[src/rtl/uart_rx.sv]
// uart_rx: UART receiver driven by a 16x (OVERSAMPLE) rx_enable tick.
// Synchronises rx, qualifies the start bit at mid-bit, samples LSB-first
// data at mid-bit, checks the stop bit and hands the byte to the host via a
// sticky rx_valid / rx_ack handshake. Flags framing errors and overruns.
// Optional build macro: UART_RX_PARITY_EN adds an even-parity bit after the
// data bits and a parity_err output.
module uart_rx #(
    parameter int OVERSAMPLE = 16,
    parameter int DATA_BITS  = 8
) (
    input  logic                 clk,
    input  logic                 rst,
    input  logic                 rx_enable,
    input  logic                 rx,
    input  logic                 rx_ack,
    output logic [DATA_BITS-1:0] data_out,
    output logic                 rx_valid,
    output logic                 frame_err,
    output logic                 overrun,
`ifdef UART_RX_PARITY_EN
    output logic                 parity_err,
`endif
    output logic                 busy
);

    localparam int TW = $clog2(OVERSAMPLE);
    localparam int BW = $clog2(DATA_BITS);

    localparam logic [TW-1:0] TICK_HALF_LAST = TW'(OVERSAMPLE / 2 - 1);
    localparam logic [TW-1:0] TICK_FULL_LAST = TW'(OVERSAMPLE - 1);
    localparam logic [TW-1:0] TICK_ONE       = TW'(1);
    localparam logic [BW-1:0] BIT_LAST       = BW'(DATA_BITS - 1);
    localparam logic [BW-1:0] BIT_ONE        = BW'(1);

    typedef enum logic [2:0] {
        S_IDLE   = 3'd0,
        S_START  = 3'd1,
        S_DATA   = 3'd2,
        S_PARITY = 3'd3,
        S_STOP   = 3'd4
    } state_t;

`ifdef UART_RX_PARITY_EN
    // Even parity holds when data bits and parity bit XOR to zero.
    function automatic logic even_parity_ok(input logic [DATA_BITS-1:0] d,
                                            input logic                 p);
        return ~((^d) ^ p);
    endfunction
`endif

    logic [1:0]           sync_q;
    logic                 rx_s;

    state_t               state_q, state_d;
    logic [TW-1:0]        tick_q, tick_d;
    logic [BW-1:0]        bit_q, bit_d;
    logic [DATA_BITS-1:0] shift_q, shift_d;
    logic [DATA_BITS-1:0] data_q, data_d;
    logic                 valid_q, valid_d;
    logic                 ferr_q, ferr_d;
    logic                 ovr_q, ovr_d;
    logic                 busy_q, busy_d;
    logic                 good_s;
`ifdef UART_RX_PARITY_EN
    logic                 perr_q, perr_d;
    logic                 par_bad_q, par_bad_d;
`endif

    assign rx_s = sync_q[1];

    // Two-flop synchroniser for the asynchronous serial line (idles high).
    always_ff @(posedge clk or posedge rst) begin
        if (rst) begin
            sync_q <= 2'b11;
        end else begin
            sync_q <= {sync_q[0], rx};
        end
    end

    // Next-state logic: frame sequencing on rx_enable ticks plus handshake/flags.
    always_comb begin
        state_d = state_q;
        tick_d  = tick_q;
        bit_d   = bit_q;
        shift_d = shift_q;
        ferr_d  = 1'b0;
        good_s  = 1'b0;
`ifdef UART_RX_PARITY_EN
        perr_d    = 1'b0;
        par_bad_d = par_bad_q;
`endif
        if (rx_enable) begin
            case (state_q)
                S_IDLE: begin
                    tick_d = '0;
                    if (!rx_s) begin
                        state_d = S_START;
                    end else begin
                        state_d = S_IDLE;
                    end
                end
                S_START: begin
                    if (tick_q == TICK_HALF_LAST) begin
                        tick_d = '0;
                        if (!rx_s) begin
                            state_d = S_DATA;
                            bit_d   = '0;
                        end else begin
                            // Start bit vanished before mid-bit: treat as a glitch.
                            state_d = S_IDLE;
                        end
                    end else begin
                        tick_d = tick_q + TICK_ONE;
                    end
                end
                S_DATA: begin
                    if (tick_q == TICK_FULL_LAST) begin
                        tick_d  = '0;
                        shift_d = {rx_s, shift_q[DATA_BITS-1:1]};
                        if (bit_q == BIT_LAST) begin
`ifdef UART_RX_PARITY_EN
                            state_d = S_PARITY;
`else
                            state_d = S_STOP;
`endif
                        end else begin
                            bit_d = bit_q + BIT_ONE;
                        end
                    end else begin
                        tick_d = tick_q + TICK_ONE;
                    end
                end
`ifdef UART_RX_PARITY_EN
                S_PARITY: begin
                    if (tick_q == TICK_FULL_LAST) begin
                        tick_d    = '0;
                        par_bad_d = ~even_parity_ok(shift_q, rx_s);
                        state_d   = S_STOP;
                    end else begin
                        tick_d = tick_q + TICK_ONE;
                    end
                end
`endif
                S_STOP: begin
                    if (tick_q == TICK_FULL_LAST) begin
                        tick_d  = '0;
                        state_d = S_IDLE;
                        if (!rx_s) begin
                            // Framing error wins over any parity mismatch.
                            ferr_d = 1'b1;
`ifdef UART_RX_PARITY_EN
                        end else if (par_bad_q) begin
                            perr_d = 1'b1;
`endif
                        end else begin
                            good_s = 1'b1;
                        end
                    end else begin
                        tick_d = tick_q + TICK_ONE;
                    end
                end
                default: begin
                    state_d = S_IDLE;
                    tick_d  = '0;
                end
            endcase
        end else begin
            state_d = state_q;
            tick_d  = tick_q;
        end

        if (good_s) begin
            data_d  = shift_q;
            valid_d = 1'b1;
        end else if (rx_ack) begin
            data_d  = data_q;
            valid_d = 1'b0;
        end else begin
            data_d  = data_q;
            valid_d = valid_q;
        end

        // Overrun only when the old byte is still unconsumed this very cycle.
        ovr_d  = good_s & valid_q & ~rx_ack;
        busy_d = (state_d != S_IDLE);
    end

    // State, counters, shift register and registered outputs.
    always_ff @(posedge clk or posedge rst) begin
        if (rst) begin
            state_q <= S_IDLE;
            tick_q  <= '0;
            bit_q   <= '0;
            shift_q <= '0;
            data_q  <= '0;
            valid_q <= 1'b0;
            ferr_q  <= 1'b0;
            ovr_q   <= 1'b0;
            busy_q  <= 1'b0;
        end else begin
            state_q <= state_d;
            tick_q  <= tick_d;
            bit_q   <= bit_d;
            shift_q <= shift_d;
            data_q  <= data_d;
            valid_q <= valid_d;
            ferr_q  <= ferr_d;
            ovr_q   <= ovr_d;
            busy_q  <= busy_d;
        end
    end

`ifdef UART_RX_PARITY_EN
    // Parity mismatch latch and its registered error pulse.
    always_ff @(posedge clk or posedge rst) begin
        if (rst) begin
            par_bad_q <= 1'b0;
            perr_q    <= 1'b0;
        end else begin
            par_bad_q <= par_bad_d;
            perr_q    <= perr_d;
        end
    end

    assign parity_err = perr_q;
`endif

    assign data_out  = data_q;
    assign rx_valid  = valid_q;
    assign frame_err = ferr_q;
    assign overrun   = ovr_q;
    assign busy      = busy_q;

endmodule
[config.mk]
export PLATFORM = sky130hd
export DESIGN_NAME = uart_rx
export DESIGN_NICKNAME = d
export VERILOG_FILES = /design/src/rtl/uart_rx.sv
export SDC_FILE = /design/constraint.sdc
export NUM_CORES = 1
export LEC_CHECK = 0
export BUFFER_PORTS_ARGS = -buffer_cell sky130_fd_sc_hd__buf_4
export CORE_ASPECT_RATIO = 1.1
export CORE_UTILIZATION = 30
export DETAILED_ROUTE_END_ITERATION = 10
export GPL_TIMING_DRIVEN = 0
export PLACE_DENSITY_LB_ADDON = 0.2
export SETUP_SLACK_MARGIN = 0.05
export SLEW_MARGIN = 5
export SYNTH_ARGS = -nofsm -noshare
export SYNTH_HDL_FRONTEND = slang
export SYNTH_SLANG_ARGS = --single-unit
export TNS_END_PERCENT = 20
[constraint.sdc]
create_clock -name clk -period 6.15 [get_ports clk]
set_clock_uncertainty 0.2 [all_clocks]
set_input_delay 0.3075 -clock clk [delete_from_list [all_inputs] [get_ports clk]]
set_output_delay 0.3075 -clock clk [all_outputs]
set_load 0.05 [all_outputs]
==> results by group, run 1 <==
Outcome
  • Status: finished, final reports clean

Cells and area
  • Fill count: just under 500
  • Diodes inserted: 0
  • Final core utilization: 38.4%
  • Commonest non-fill, non-tap cell in the layout: dfrtp_1
  • Final nets: around 150
  • Most frequent cells in the layout: 30 x dfrtp_1, 18 x buf_4, 18 x mux2_2, 7 x inv_1
  • Fin area: between 0.0015 and 0.002 sq mm
  • Share of layout cells above drive strength 1: between 40% and 50%
  • Syn-to-layout area delta: 21.5%

Floorplanning
  • Cell Rows: 26
  • Boundary Pins: 17
  • Initial Utilization: 31.6%
  • Core Region: 0.00468 sq mm
  • DIE HEIGHT: approximately 76 microns
  • DIE WIDTH: 68.9 microns
  • Die area: approximately 0.0052 sq mm

CTS
  • H-tree levels: 2
  • Clock slew at reported path FFs: 70 ps
  • Root buf cell: clkbuf_8
  • Resize count post-CTS: 0
  • CTS tree: built
  • Longest Clk Path Bufs: 2
  • CTS Buf Count: 5
  • CTS sink count: 32
  • Clk_lat worst skew: 280 ps

Detailed routing
  • First-pass DRT Iterations: 3
  • Routed vias: 949
  • DRC violation count after routing: 0
  • WL per Instance: 12.8 microns
  • Post-route antenna net violation count: 0
  • Iter 0 DRT Violations: 26
  • Vias/cell: 4.75
  • WL final: 2560 microns

Global routing
  • Initial antenna violation count: 0
  • GR Util All Layers: 12.0%
  • Gr ovfl total: 0
  • First-pass GRT wire length: 4400 microns
  • Vias in the first global route: ~950
  • Largest net degree at the start of global routing: 33

Synthesis
  • Synth top area cells: dfrtp_1 51%, mux2_2 14%, dfstp_2 3.6%
  • Distinct cells, synth: 42
  • Mapped Area: ~0.0015 sq mm
  • Syn Inst Count: around 120
  • Synth Area per Inst: 12.5 sq um
  • Seq/Total Area, Yosys: 54.3%
  • Syn nets: ~130
  • Number of synthesized flops with an enable pin: 0
  • Yosys reg bits: 32
  • Main synth FF type: dfrtp_1
  • Post-synth top area share: 50.8%
  • Cell taking the most area after synthesis: dfrtp_1
  • Synth warn: 0
  • Async SR Flop Fraction: 100%

Pwr
  • Power Density: roughly 330 mW/mm^2
  • Max VDD drop: 0.000159 V
  • Leakage Power: roughly 0.9 nW

Critical path
  • Setup Crit Path Kind: reg2reg
  • Crit path capture type: flop
  • CP Launch Type: flop
  • WP data arrival: 2070 ps
  • Worst EP required: 6120 ps
  • Worst-path fanout max: 10

STA
  • Relative slew margins: 56.1%
  • Timing-limited maximum frequency: 0.475 GHz
  • Fin Setup TNS: 0 ps
  • RSZ-0062 raised after global routing: no
  • Fin. Hold Viols: 0
  • Endpoints failing setup: 0
  • Final WS setup: 4040 ps
  • Period utilization: 34.2%
  • Least-Margin Pin Slew: around 660 ps
  • Final critical-path required period: 2110 ps
  • Slew Viols, Final: 0

Place
  • HPWL Detailed: 1780 microns
  • Placed cell area: 0.00167 sq mm
  • IO Port Bufs: 16
  • Setup WS pre-CTS: 4040 ps
  • GPL Wtd Cong: 0.772

Job
  • MaxCap Viol Count: 0

Worst hold path
  • Worst Hold Class: in2reg
[synthesized netlist by cell type (2+ instances only)]
cell type and number:
dfrtp_1 30, mux2_2 18, inv_1 8, nand2_1 5
a21oi_1 4, nor2_1 4, ha_1 3, o22ai_1 3
a211o_1 2, and3_2 2, buf_2 2, buf_4 2
dfstp_2 2, mux2i_1 2, nand3_1 2, nor3_1 2
nor3b_1 2
[sequential cells by signal (all words and copies together), names as in the netlist]
name / flops
bit_q: 3
frame_err: 1
shift_q: 8
overrun: 1
state_q: 3
busy: 1
sync_q: 2
data_out: 8
rx_valid: 1
tick_q: 4
[logic make-up (layout without fill, tap and decap cells)]
group / Yosys count / after routing / share of synthesized area, %
fa+ha+maj: 4 / 4 / 3.30
simple gates: 28 / 28 / 11.8
compound gates: 19 / 19 / 10.2
mux: 20 / 20 / 15.1
xor+xnor: 1 / 1 / 0.592
flops: 32 / 32 / 54.3
buf+inv: 14 / 40 / 4.74
[layer usage]
metal / vias to the layer above / track usage [%] / share of wire [%]
met2: 15 / 18.0 / 47
li1: 472 / - / -
met1: 458 / 15.0 / 48
met5: - / 0 / 0
met4: 0 / 6.12 / 1.3
met3: 4 / 4.49 / 4.1
[final timing paths]
kind | start | end | slack (ps) | depth (start not counted)
setup / recovery | tick_q[0] | data_out[5] | 4040 | 6
hold / removal | rx_ack | rx_valid | 120 | 3
setup reg to reg | tick_q[0] | data_out[5] | 4040 | 6
hold reg to reg | sync_q[0] | sync_q[1] | 160 | 0
max in group asynchronous | rst | busy | 4840 | 3
min in group asynchronous | rst | overrun | 490 | 3
[power by group]
group          internal (mW)  total (mW)  leakage [nW]  switching, mW
clock network          0.120       0.194        0.0552         0.0737
registers              0.234       0.254         0.412         0.0204
logic                 0.0635       0.139         0.412         0.0753
total                  0.417       0.586         0.879          0.169
[worst max-delay path, stage by stage, from the launching register on]
cell     delay, ps
dfrtp_1        390
ha_1           290
and3_4         250
and3_1         160
and4b_1        210
buf_6          150
mux2_2         340
[timing repair]
action / in CTS / in global routing
setup buffers: 0 / 0
endpoints found under the setup margin: 0 / 0
hold buffers: 1 / 1
hold endpoints to repair: 1 / 30
[metrics by stage]
stage	std cells	hold WS (ps)	power [mW]
detailed placement	190	147	0.396
floorplan	118	112	0.365
finish	200	115	0.586
global placement	190	147	0.393
CTS	199	107	0.597
global route	200	126	0.626
[cell type report]
class                      count  area [sq um]  area share, %
sequential                    32           803           44.7
multi-input combinational     72           606           33.7
timing repair buffer          18           140           7.80
clock buffer                   6          72.6           4.04
tap                           56          70.1           3.90
buffer                         6          40.0           2.23
clock inverter                 2          35.0           1.95
inverter                       8          30.0           1.67
Power figures use the tool's default switching activity.
==> inputs of run 2 (changes only) <==
- ABC_AREA: unset -> 1
- clock period: 6.15 -> 2.1 ns (I/O delays scaled with it)
==> run 2 against run 1 <==
Effect of this change:
- clock power grew to 3.0 times the previous value
- critical path depth is 1 higher
- register-to-register slack worse by 3700 ps
- non-clock buffer count is 2 lower
- combinational power is 4% higher
- critical endpoint is now data_out[0]
==> results by group, run 2 <==
Outcome
  • Status: finished, final reports clean

STA
  • Least-Margin Pin Slew: 667 ps (+8.61 ps)
  • Slew Viols, Final: 0 (unchanged)
  • Final critical-path required period: 1710 ps (-396 ps)
  • Fin Setup TNS: 0 ps (unchanged)
  • Fin. Hold Viols: 0 (unchanged)
  • RSZ-0062 raised after global routing: no
  • Relative slew margins: 55.5% (-0.57 points)
  • Endpoints failing setup: 0 (unchanged)
  • Period utilization: 81.4% (+47 points)
  • Timing-limited maximum frequency: 0.585 GHz (+23%)

Synthesis
  • Main synth FF type: dfrtp_1
  • Async SR Flop Fraction: 100% (unchanged)
  • Most frequent cells after synthesis: 40 x nand2_1, 30 x dfrtp_1, 16 x inv_1
  • Mapped Area: 0.00149 sq mm (+0.68%)
  • Yosys reg bits: 32 (unchanged)
  • Distinct cells, synth: 24 (-43%)
  • Number of synthesized flops with an enable pin: 0 (unchanged)
  • Post-synth top area share: 50.4% (-0.34 points)
  • Syn nets: 163 (+29%)
  • Seq/Total Area, Yosys: 53.9% (-0.37 points)
  • Synth top area cells: dfrtp_1 50%, nand2_1 10%, o21ai_2 8.8%
  • Count leader, synth: nand2_1
  • Syn Inst Count: 155 (+31%)
  • Cell taking the most area after synthesis: dfrtp_1
  • Synth warn: 0 (unchanged)
  • Synth Area per Inst: 9.61 sq um (-23%)

CTS
  • Clk_lat worst skew: 290 ps (about the same)
  • H-tree levels: 2 (unchanged)
  • Longest Clk Path Bufs: 2 (unchanged)
  • Root buf cell: clkbuf_8
  • Resize count post-CTS: 0 (unchanged)
  • CTS Buf Count: 5 (unchanged)
  • CTS sink count: 32 (unchanged)
  • Clock slew at reported path FFs: 70 ps (about the same)
  • CTS tree: built

Global routing
  • Gr ovfl total: 0 (unchanged)
  • Initial antenna violation count: 0 (unchanged)
  • Vias in the first global route: 1193 (+25%)
  • Largest net degree at the start of global routing: 33 (unchanged)
  • First-pass GRT wire length: 5130 microns (+17%)
  • GR Util All Layers: 12.7% (+0.74 points)

Cells and area
  • Most frequent cells in the layout: 40 x nand2_1, 30 x dfrtp_1, 16 x buf_4, 15 x inv_1, 15 x o21ai_2
  • Commonest non-fill, non-tap cell in the layout: nand2_1
  • Share of layout cells above drive strength 1: 32.4% (-7.9 points)
  • Final nets: 189 (+25%)
  • Syn-to-layout area delta: 22.2%
  • Diodes inserted: 0 (unchanged)

Detailed routing
  • Vias/cell: 4.69 (-1.1%)
  • DRC violation count after routing: 0 (unchanged)
  • First-pass DRT Iterations: 4 (+1)
  • Iter 0 DRT Violations: 38 (+46%)
  • Routed vias: 1117 (+18%)
  • Post-route antenna net violation count: 0 (unchanged)
  • WL final: 2880 microns (+12%)
  • WL per Instance: 12.1 microns (-5.5%)

Place
  • HPWL Detailed: 2020 microns (+13%)
  • IO Port Bufs: 15 (-1)
  • GPL Wtd Cong: 0.819 (+6.1%)

Worst hold path
  • Worst Hold Class: reg2reg

Critical path
  • Max stage delay on crit path: 390 ps (about the same)
  • Setup Crit Path Kind: reg2reg
  • Crit path capture type: flop
  • WP data arrival: 1690 ps (-380 ps)
  • CP cell instances: ha_1, nand3_2, nor2_4, nand2_2, buf_6, nand2_1, nand2_1
  • Worst-path fanout max: 10 (unchanged)
  • CP Launch Type: flop
  • Worst EP required: 2080 ps (-4040 ps)
  • Critical-path top delay cell: dfrtp_1
  • CP most frequent cell: nand2_1

Floorplanning
  • DIE HEIGHT: 75.9 microns (+0.32%)
  • Die area: 0.00525 sq mm (+0.65%)
  • Core Region: 0.00472 sq mm (+0.69%)
  • DIE WIDTH: 69.2 microns (+0.33%)
  • Initial Utilization: 31.6% (about the same)
  • Cell Rows: 26 (unchanged)
  • Boundary Pins: 17 (unchanged)

Pwr
  • Total power: 1.39 mW (+140%)
  • Power Density: 766 mW/mm^2 (+130%)
  • Max VDD drop: 0.000398 V (+150%)
  • Leakage Power: 0.868 nW (-1.3%)

Job
  • MaxCap Viol Count: 0 (unchanged)
run 2: changes by cell type in the layout (fill, tap and decap cells not counted), sizes merged, moves of 5 or more:
cell   before  now
nand2       5   42
nand3       2    9
inv         8   19
mux2       18    0
o21ai       1   26
nor2        4    9
run 2: final cells by class:
cell class	instances	area [sq um]
buffer	3	30.0
fill	455	2900
clock inverter	2	35.0
multi-input combinational	101	584
sequential	32	803
clock buffer	6	72.6
timing repair buffer	19	153
tap	56	70.1
inverter	19	71.3
run 2: critical path, delay by kind of cell, from the launching register on:
family                     cells  cell delay (ps)
DFF                            1              390
buffers and inverters          1              200
adders and majority gates      1              220
and+or+nand+nor                5              600
run 2: routing by layer:
metal	routed length, microns	vias up	track usage (%)
li1	-	551	-
met1	1270	542	14.2
met2	1460	17	23.0
met3	84	7	3.17
met4	63	0	6.80
met5	0	-	0
run 2: final timing paths:
check	from	to	slack, ps	cells past startpoint
setup / recovery	tick_q[0]	data_out[0]	390	7
hold reg to reg	sync_q[0]	sync_q[1]	160	0
max in group asynchronous	rst	tick_q[1]	990	3
min in group asynchronous	rst	data_out[0]	280	3
setup reg to reg	tick_q[0]	data_out[0]	390	7
hold / removal	sync_q[0]	sync_q[1]	160	0
run 2: kinds of logic after synthesis:
logic type	share of synthesized area, %
AND/OR/NAND/NOR	22.0
flip-flops	53.9
buffers and inverters	6.81
adder cells (fa/ha/maj)	2.52
AO/OA/AOI/OAI	14.7
run 2: timing repair:
| action | in CTS | in global routing |
|---|---|---|
| endpoints found under the hold margin | 33 | 0 |
| setup buffers | 0 | 0 |
| hold buffers | 4 | 0 |
run 2: report_power, final:
group | leakage (nW) | internal (mW) | switching [mW] | total (mW)
registers | 0.435 | 0.645 | 0.0245 | 0.670
logic | 0.378 | 0.0518 | 0.0928 | 0.145
clock network | 0.0552 | 0.352 | 0.227 | 0.579
total | 0.868 | 1.05 | 0.345 | 1.39
run 2: stage by stage:
step                std cells  utilization (%)  hold WS, ps  instance area (sq um)  setup WS, ps
finish                    238             38.6          159                   1820           391
global route              238             38.6          179                   1820           250
CTS                       238             38.6          161                   1820           359
detailed placement        226             35.4         16.3                   1670           387
global placement          226             35.4         14.3                   1670           434
floorplan                 155                -        -90.5                   1490           599
